===== config.mk =====
export PLATFORM = sky130hd
export DESIGN_NAME = wb_master_bridge
export DESIGN_NICKNAME = d
export VERILOG_FILES = /design/src/rtl/wb_bridge_pkg.sv /design/src/rtl/wb_lane_steer.sv /design/src/rtl/wb_master_bridge.sv
export SDC_FILE = /design/constraint.sdc
export NUM_CORES = 1
export LEC_CHECK = 0
export ABC_CLOCK_PERIOD_IN_PS = 2200
export CAP_MARGIN = 30
export CORE_ASPECT_RATIO = 1.2
export CORE_UTILIZATION = 35
export CTS_CLUSTER_SIZE = 25
export DETAILED_ROUTE_END_ITERATION = 16
export HOLD_SLACK_MARGIN = 0.06
export PLACE_DENSITY = 0.62
export SLEW_MARGIN = 10
export SYNTH_ARGS = -nofsm -noshare
export SYNTH_HDL_FRONTEND = slang
export SYNTH_HIERARCHICAL = 1
export SYNTH_SLANG_ARGS = --single-unit
export TNS_END_PERCENT = 10

===== constraint.sdc =====
create_clock -name wb_clk_i -period 2.2 [get_ports wb_clk_i]
set_input_delay 0.66 -clock wb_clk_i [delete_from_list [all_inputs] [get_ports wb_clk_i]]
set_output_delay 0.66 -clock wb_clk_i [all_outputs]
set_load 0.03 [all_outputs]

===== src/rtl/wb_bridge_pkg.sv =====
// Shared types and lane constants for the Wishbone master bridge.
package wb_bridge_pkg;

  typedef enum logic [1:0] {
    IDLE = 2'd0,
    BUS  = 2'd1,
    RESP = 2'd2
  } wb_state_e;

  typedef enum logic [1:0] {
    SZ_B = 2'd0,
    SZ_H = 2'd1,
    SZ_W = 2'd2
  } wb_size_e;

  localparam logic [3:0] SEL_B = 4'b0001;
  localparam logic [3:0] SEL_H = 4'b0011;
  localparam logic [3:0] SEL_W = 4'b1111;

  // Request as seen on the core side; addr_lo is the byte offset within the word.
  typedef struct packed {
    logic        we;
    logic [1:0]  addr_lo;
    logic [1:0]  size;
    logic        is_unsigned;
    logic [31:0] wdata;
  } wb_req_t;

  // Size encoding 3 is illegal and is reported the same way as a misalignment.
  function automatic logic is_misaligned(input logic [1:0] size, input logic [1:0] addr_lo);
    case (size)
      SZ_B:    return 1'b0;
      SZ_H:    return addr_lo[0];
      SZ_W:    return addr_lo != 2'b00;
      default: return 1'b1;
    endcase
  endfunction

endpackage


===== src/rtl/wb_lane_steer.sv =====
// Combinational byte-lane steering for stores and load extraction/extension.
module wb_lane_steer
  import wb_bridge_pkg::*;
(
  input  logic [1:0]  st_addr_lo_i,
  input  logic [1:0]  st_size_i,
  input  logic [31:0] st_wdata_i,
  output logic [3:0]  sel_o,
  output logic [31:0] wdata_o,
  output logic        misalign_o,
  input  logic [1:0]  ld_addr_lo_i,
  input  logic [1:0]  ld_size_i,
  input  logic        ld_unsigned_i,
  input  logic [31:0] rdata_i,
  output logic [31:0] rdata_o
);

  logic [31:0] shifted;

  assign misalign_o = is_misaligned(st_size_i, st_addr_lo_i);
  assign shifted    = rdata_i >> {ld_addr_lo_i, 3'b000};

  // NOTE: every output gets a default first so no path through the case infers a latch.
  always_comb begin
    sel_o   = '0;
    wdata_o = st_wdata_i;
    case (st_size_i)
      SZ_B: begin
        sel_o   = SEL_B << st_addr_lo_i;
        wdata_o = {4{st_wdata_i[7:0]}};
      end
      SZ_H: begin
        sel_o   = SEL_H << st_addr_lo_i;
        wdata_o = {2{st_wdata_i[15:0]}};
      end
      SZ_W: sel_o = SEL_W;
      default: sel_o = '0;
    endcase
  end

  always_comb begin
    rdata_o = shifted;
    case (ld_size_i)
      SZ_B: rdata_o = ld_unsigned_i ? {24'b0, shifted[7:0]}
                                    : {{24{shifted[7]}}, shifted[7:0]};
      SZ_H: rdata_o = ld_unsigned_i ? {16'b0, shifted[15:0]}
                                    : {{16{shifted[15]}}, shifted[15:0]};
      default: rdata_o = shifted;
    endcase
  end

endmodule


===== src/rtl/wb_master_bridge.sv =====
// Single-outstanding Wishbone classic initiator behind a valid/ready load/store port.
// Optional bus timeout: define WB_MASTER_TIMEOUT_EN.
module wb_master_bridge
  import wb_bridge_pkg::*;
#(
  parameter int unsigned AW             = 32,
  parameter int unsigned TIMEOUT_CYCLES = 255,
  parameter int unsigned TW             = 8
) (
  input  logic          wb_clk_i,
  input  logic          wb_rst_ni,
  input  logic          req_valid_i,
  output logic          req_ready_o,
  input  logic          req_we_i,
  input  logic [AW-1:0] req_addr_i,
  input  logic [1:0]    req_size_i,
  input  logic          req_unsigned_i,
  input  logic [31:0]   req_wdata_i,
  output logic          rsp_valid_o,
  input  logic          rsp_ready_i,
  output logic [31:0]   rsp_rdata_o,
  output logic          rsp_err_o,
  output logic          wb_cyc_o,
  output logic          wb_stb_o,
  output logic          wb_we_o,
  output logic [AW-1:0] wb_adr_o,
  output logic [31:0]   wb_dat_o,
  output logic [3:0]    wb_sel_o,
  input  logic [31:0]   wb_dat_i,
  input  logic          wb_ack_i,
  input  logic          wb_err_i
);

  wb_state_e     state_q, state_d;
  logic          cyc_q, cyc_d;
  logic          we_q, we_d;
  logic [AW-1:0] adr_q, adr_d;
  logic [31:0]   dat_q, dat_d;
  logic [3:0]    sel_q, sel_d;
  logic          rsp_valid_q, rsp_valid_d;
  logic          rsp_err_q, rsp_err_d;
  logic [31:0]   rsp_rdata_q, rsp_rdata_d;
  logic [1:0]    off_q, off_d;
  logic [1:0]    size_q, size_d;
  logic          uns_q, uns_d;
  logic          load_q, load_d;

  wb_req_t       req_in;
  logic [3:0]    st_sel;
  logic [31:0]   st_wdata;
  logic          st_misalign;
  logic [31:0]   ld_rdata;
  logic          tmo_hit;

  assign req_in = '{we:          req_we_i,
                    addr_lo:     req_addr_i[1:0],
                    size:        req_size_i,
                    is_unsigned: req_unsigned_i,
                    wdata:       req_wdata_i};

  // Store steering follows the incoming request; load extraction follows the latched one.
  wb_lane_steer u_steer (
    .st_addr_lo_i  (req_in.addr_lo),
    .st_size_i     (req_in.size),
    .st_wdata_i    (req_in.wdata),
    .sel_o         (st_sel),
    .wdata_o       (st_wdata),
    .misalign_o    (st_misalign),
    .ld_addr_lo_i  (off_q),
    .ld_size_i     (size_q),
    .ld_unsigned_i (uns_q),
    .rdata_i       (wb_dat_i),
    .rdata_o       (ld_rdata)
  );

`ifdef WB_MASTER_TIMEOUT_EN
  localparam logic [TW-1:0] TMO_LIMIT = TW'(TIMEOUT_CYCLES);

  logic [TW-1:0] tmo_cnt_q, tmo_cnt_d;

  assign tmo_hit = (state_q == BUS) && (tmo_cnt_q == TMO_LIMIT);

  always_comb begin
    tmo_cnt_d = tmo_cnt_q;
    if (state_q != BUS) begin
      tmo_cnt_d = '0;
    end else if (!wb_ack_i && !wb_err_i && !tmo_hit) begin
      tmo_cnt_d = tmo_cnt_q + 1'b1;
    end
  end

  always_ff @(posedge wb_clk_i or negedge wb_rst_ni) begin
    if (!wb_rst_ni) tmo_cnt_q <= '0;
    else            tmo_cnt_q <= tmo_cnt_d;
  end
`else
  assign tmo_hit = 1'b0;
`endif

  always_comb begin
    state_d     = state_q;
    cyc_d       = cyc_q;
    we_d        = we_q;
    adr_d       = adr_q;
    dat_d       = dat_q;
    sel_d       = sel_q;
    rsp_valid_d = rsp_valid_q;
    rsp_err_d   = rsp_err_q;
    rsp_rdata_d = rsp_rdata_q;
    off_d       = off_q;
    size_d      = size_q;
    uns_d       = uns_q;
    load_d      = load_q;

    case (state_q)
      IDLE: begin
        if (req_valid_i) begin
          off_d  = req_in.addr_lo;
          size_d = req_in.size;
          uns_d  = req_in.is_unsigned;
          load_d = !req_in.we;
          if (st_misalign) begin
            state_d     = RESP;
            rsp_valid_d = 1'b1;
            rsp_err_d   = 1'b1;
            rsp_rdata_d = '0;
          end else begin
            state_d = BUS;
            cyc_d   = 1'b1;
            we_d    = req_in.we;
            adr_d   = {req_addr_i[AW-1:2], 2'b00};
            dat_d   = st_wdata;
            sel_d   = st_sel;
          end
        end
      end

      BUS: begin
        if (wb_err_i || wb_ack_i || tmo_hit) begin
          state_d     = RESP;
          cyc_d       = 1'b0;
          we_d        = 1'b0;
          sel_d       = '0;
          rsp_valid_d = 1'b1;
          // err beats ack, and ack beats a timeout landing in the same cycle.
          rsp_err_d   = wb_err_i || !wb_ack_i;
          rsp_rdata_d = (wb_ack_i && !wb_err_i && load_q) ? ld_rdata : '0;
        end
      end

      RESP: begin
        if (rsp_ready_i) begin
          state_d     = IDLE;
          rsp_valid_d = 1'b0;
          rsp_err_d   = 1'b0;
          rsp_rdata_d = '0;
        end
      end

      default: state_d = IDLE;
    endcase
  end

  // NOTE: sequential state uses non-blocking assignments so all flops update together.
  always_ff @(posedge wb_clk_i or negedge wb_rst_ni) begin
    if (!wb_rst_ni) begin
      state_q     <= IDLE;
      cyc_q       <= 1'b0;
      we_q        <= 1'b0;
      adr_q       <= '0;
      dat_q       <= '0;
      sel_q       <= '0;
      rsp_valid_q <= 1'b0;
      rsp_err_q   <= 1'b0;
      rsp_rdata_q <= '0;
      off_q       <= '0;
      size_q      <= '0;
      uns_q       <= 1'b0;
      load_q      <= 1'b0;
    end else begin
      state_q     <= state_d;
      cyc_q       <= cyc_d;
      we_q        <= we_d;
      adr_q       <= adr_d;
      dat_q       <= dat_d;
      sel_q       <= sel_d;
      rsp_valid_q <= rsp_valid_d;
      rsp_err_q   <= rsp_err_d;
      rsp_rdata_q <= rsp_rdata_d;
      off_q       <= off_d;
      size_q      <= size_d;
      uns_q       <= uns_d;
      load_q      <= load_d;
    end
  end

  assign req_ready_o = (state_q == IDLE);
  assign rsp_valid_o = rsp_valid_q;
  assign rsp_err_o   = rsp_err_q;
  assign rsp_rdata_o = rsp_rdata_q;
  assign wb_cyc_o    = cyc_q;
  assign wb_stb_o    = cyc_q;
  assign wb_we_o     = we_q;
  assign wb_adr_o    = adr_q;
  assign wb_dat_o    = dat_q;
  assign wb_sel_o    = sel_q;

endmodule


==> impl_metrics.yaml <==
min_path:
  hold_class: "input port to asynchronous set/reset pin"
global_route:
  grt_max_degree: 111
  grt_antenna_before_repair: 1
  grt_pass1_vias: 4565
  grt_pass1_wl_um: 24600
  overflow: 0
  grtUsageTotal: 0.201
clock_tree:
  cts_tree: "built"
  ctsHoldBuffers: 0
  clk_latency_ns: 0.36
  cts-buffers-inserted: 9
  clockRootBuffer: "clkbuf_16"
  cts.path.max_buffers: 2
  cts_sinks: 110
  cts.htree.levels: 3
  path_clk_slew_ns: 0.08
timing:
  clock.fmax_mhz: 469
  max_slew.worst_pin.slew_ns: 0.651
  relSlewSlack: 0.564
  rsz0062_at_grt: "no"
  setup_viol: 0
  min_period_ns: 2.13
  post-route-period-util: 0.969
  finClkSkew_ns: 0.00616
  hold_viol_final: 0
  fin_ws_ns: 0.0693
  drv_slew: 0
worst_setup_path:
  endpoint: "wb_adr_o[4]"
  start_kind: "input port"
  cp-end-kind: "flip-flop"
  cp.arrival_ns: 2.38
  rr_worst_depth: 5
  path_max_fanout: 13
  cp.required_ns: 2.45
  setup.worst_path.start: "req_addr_i[0]"
  crit_type: "input port to flip-flop"
  rrSetupSlack_ns: 0.41
  reg2reg_to: "rsp_rdata_o[14]"
  r2r-start: "off_q[1]"
synth:
  syn_avg_cell_area_um2: 12.7
  synth_top_cell_by_area: "dfrtp_1"
  ys_seq_area_frac: 0.503
  synth_top_area_share: 0.503
  synth.area.top_cells: "dfrtp_1 50%, mux2_2 16%, a22o_1 5.9%"
  syn_inst: 430
  yosys_warnings: 6
  synth_seq_cells: 110
  synth_edf_count: 0
  syn_area_um2: 5470
  post-synth-top-count-cell: "dfrtp_1"
  ys_top_cells_by_count: "110 x dfrtp_1, 79 x mux2_2, 37 x a22o_1"
  synth-async-reset-ratio: 1.00
  synth-main-ff-cell: "dfrtp_1"
  ys_types: 41
floorplan:
  die_w_um: 116
  die-area_um2: 16100
  core_area_um2: 15100
  num_rows: 49
  start_util: 0.361
  ios: 212
  die_h_um: 139
finish:
  fin_nets: 750
  drive_gt1_frac: 0.237
  area_growth_pct: 52.5
  utilization: 0.551
  stdcell_count: 854
power_and_ir_drop:
  swShare: 0.408
  p_clk_frac: 0.154
  power.switching_uw: 4480
  peakVddDrop_v: 0.000814
  powerDensity_nw_per_um2: 1310
  pwr-share-seq: 0.299
  internal_power_uw: 6490
  p_leak_uw: 0.00350
  combPwrFrac: 0.547
placement:
  dp_cells: 830
  hpwl_um: 11200
  pre_cts_ws_ns: -0.507
  port_buffers: 209
  gp_congestion: 0.850
route:
  wl_per_cell_um: 18.6
  drc: 0
  drtIter0Drc: 248
  firstDrtPassIters: 4
  ant_nets: 0
  vias: 4311
  vias_per_cell: 5.05
  drt-total-wl_um: 15900
job:
  max_cap_viol_count: 0
outcome:
  status: "completed"
[power groups by stage]
stage | Combinational, uW | Sequential, uW | Clock, uW
after floorplan | 2160 | 4640 | 0
after global placement | 5860 | 3280 | 0
after detailed placement | 5920 | 3310 | 0
after CTS | 6040 | 3290 | 1760
after global routing | 6310 | 3390 | 1830
final | 6000 | 3280 | 1690
[through the flow]
step / power (uW) / TNS [ns] / hold WS (ns) / instance area, um2
3_3_place_gp: 9140 / -42.43 / 0.471 / 7880
2_1_floorplan: 6800 / -8.03 / 0.364 / 5540
6_report: 11000 / 0 / 0.337 / 8350
4_1_cts: 11100 / 0 / 0.411 / 8340
3_5_place_dp: 9230 / -45.95 / 0.475 / 7880
5_1_grt: 11500 / 0 / 0.404 / 8350
[repair_timing]
item	CTS	global route
buffers inserted	4	0
hold endpoints to repair	0	0
pin swaps	3	1
gates cloned	3	0
endpoints found under the setup margin	97	45
gates resized for setup	8	3
[final cells by class]
class                           instances  area, um2
Antenna cell                            1       2.50
Clock buffer                            9        225
Clock inverter                          7       81.3
Fill cell                            1293       6800
Inverter                                2       7.51
Multi-Input combinational cell        277       2460
Sequential cell                       110       2750
Tap cell                              204        255
Timing Repair Buffer                  244       2560
[cells in the final DEF, fill, tap and decap left out, drive strengths merged, types with 2 or more instances in the layout]
| cell type | synthesis | layout |
|---|---|---|
| a211oi | 7 | 7 |
| a21o | 2 | 2 |
| a21oi | 25 | 25 |
| a221oi | 2 | 2 |
| a22o | 37 | 37 |
| buf | 36 | 36 |
| clkbuf | 6 | 9 |
| clkdlybuf4s50 | 0 | 203 |
| clkinvlp | 0 | 3 |
| conb | 1 | 2 |
| dfrtp | 110 | 110 |
| dlygate4sd2 | 0 | 4 |
| inv | 2 | 4 |
| mux2 | 86 | 86 |
| mux2i | 27 | 27 |
| nand2 | 12 | 12 |
| nand2b | 4 | 4 |
| nor2 | 9 | 9 |
| nor2b | 13 | 13 |
| o21ai | 11 | 11 |
| o22ai | 8 | 8 |
| o2bb2ai | 8 | 8 |
| or2 | 10 | 10 |
[state kept, by name, indices dropped and copies added (netlist names)]
name / count
uns_q: 1
wb_cyc_o: 1
rsp_rdata_o: 32
rsp_err_o: 1
wb_adr_o: 30
rsp_valid_o: 1
wb_we_o: 1
size_q: 2
state_q: 2
wb_sel_o: 4
wb_dat_o: 32
load_q: 1
off_q: 2
[worst min-delay path by stage]
stage | start | end | slack, ns | cells past startpoint
floorplan | wb_rst_ni | load_q | 0.36 | 0
finish | wb_rst_ni | rsp_rdata_o[14] | 0.34 | 2
global route | wb_rst_ni | rsp_rdata_o[13] | 0.40 | 2
detailed placement | wb_dat_o[0] | wb_dat_o[0] | 0.48 | 1
global placement | wb_dat_o[19] | wb_dat_o[19] | 0.47 | 1
CTS | wb_rst_ni | rsp_rdata_o[13] | 0.41 | 2
[critical path: stages]
cell and delay [ns]:
dlygate4sd2_1 0.24, o21a_1 0.19, o22a_1 0.22, nor4b_4 0.23, buf_6 0.15, buf_12 0.11
buf_12 0.10, buf_16 0.13, mux2_2 0.33
[kinds of logic after synthesis]
family | Yosys count | share of synthesized area
flops | 110 | 0.503
simple gates | 54 | 0.0592
xor+xnor | 1 | 0.00160
mux | 113 | 0.228
buf+inv | 44 | 0.0583
other cells | 1 | 0.000685
compound gates | 107 | 0.150
[layer usage]
layer / up-vias / global-route usage / share of wire / routed length (um)
met2: 187 / 0.335 / 0.50 / 7980
met4: 0 / 0.0756 / 0.020 / 313
met1: 2102 / 0.237 / 0.39 / 6260
li1: 2003 / - / - / -
met5: - / 0 / 0 / 0
met3: 19 / 0.0660 / 0.083 / 1320
Power figures use the tool's default switching activity.
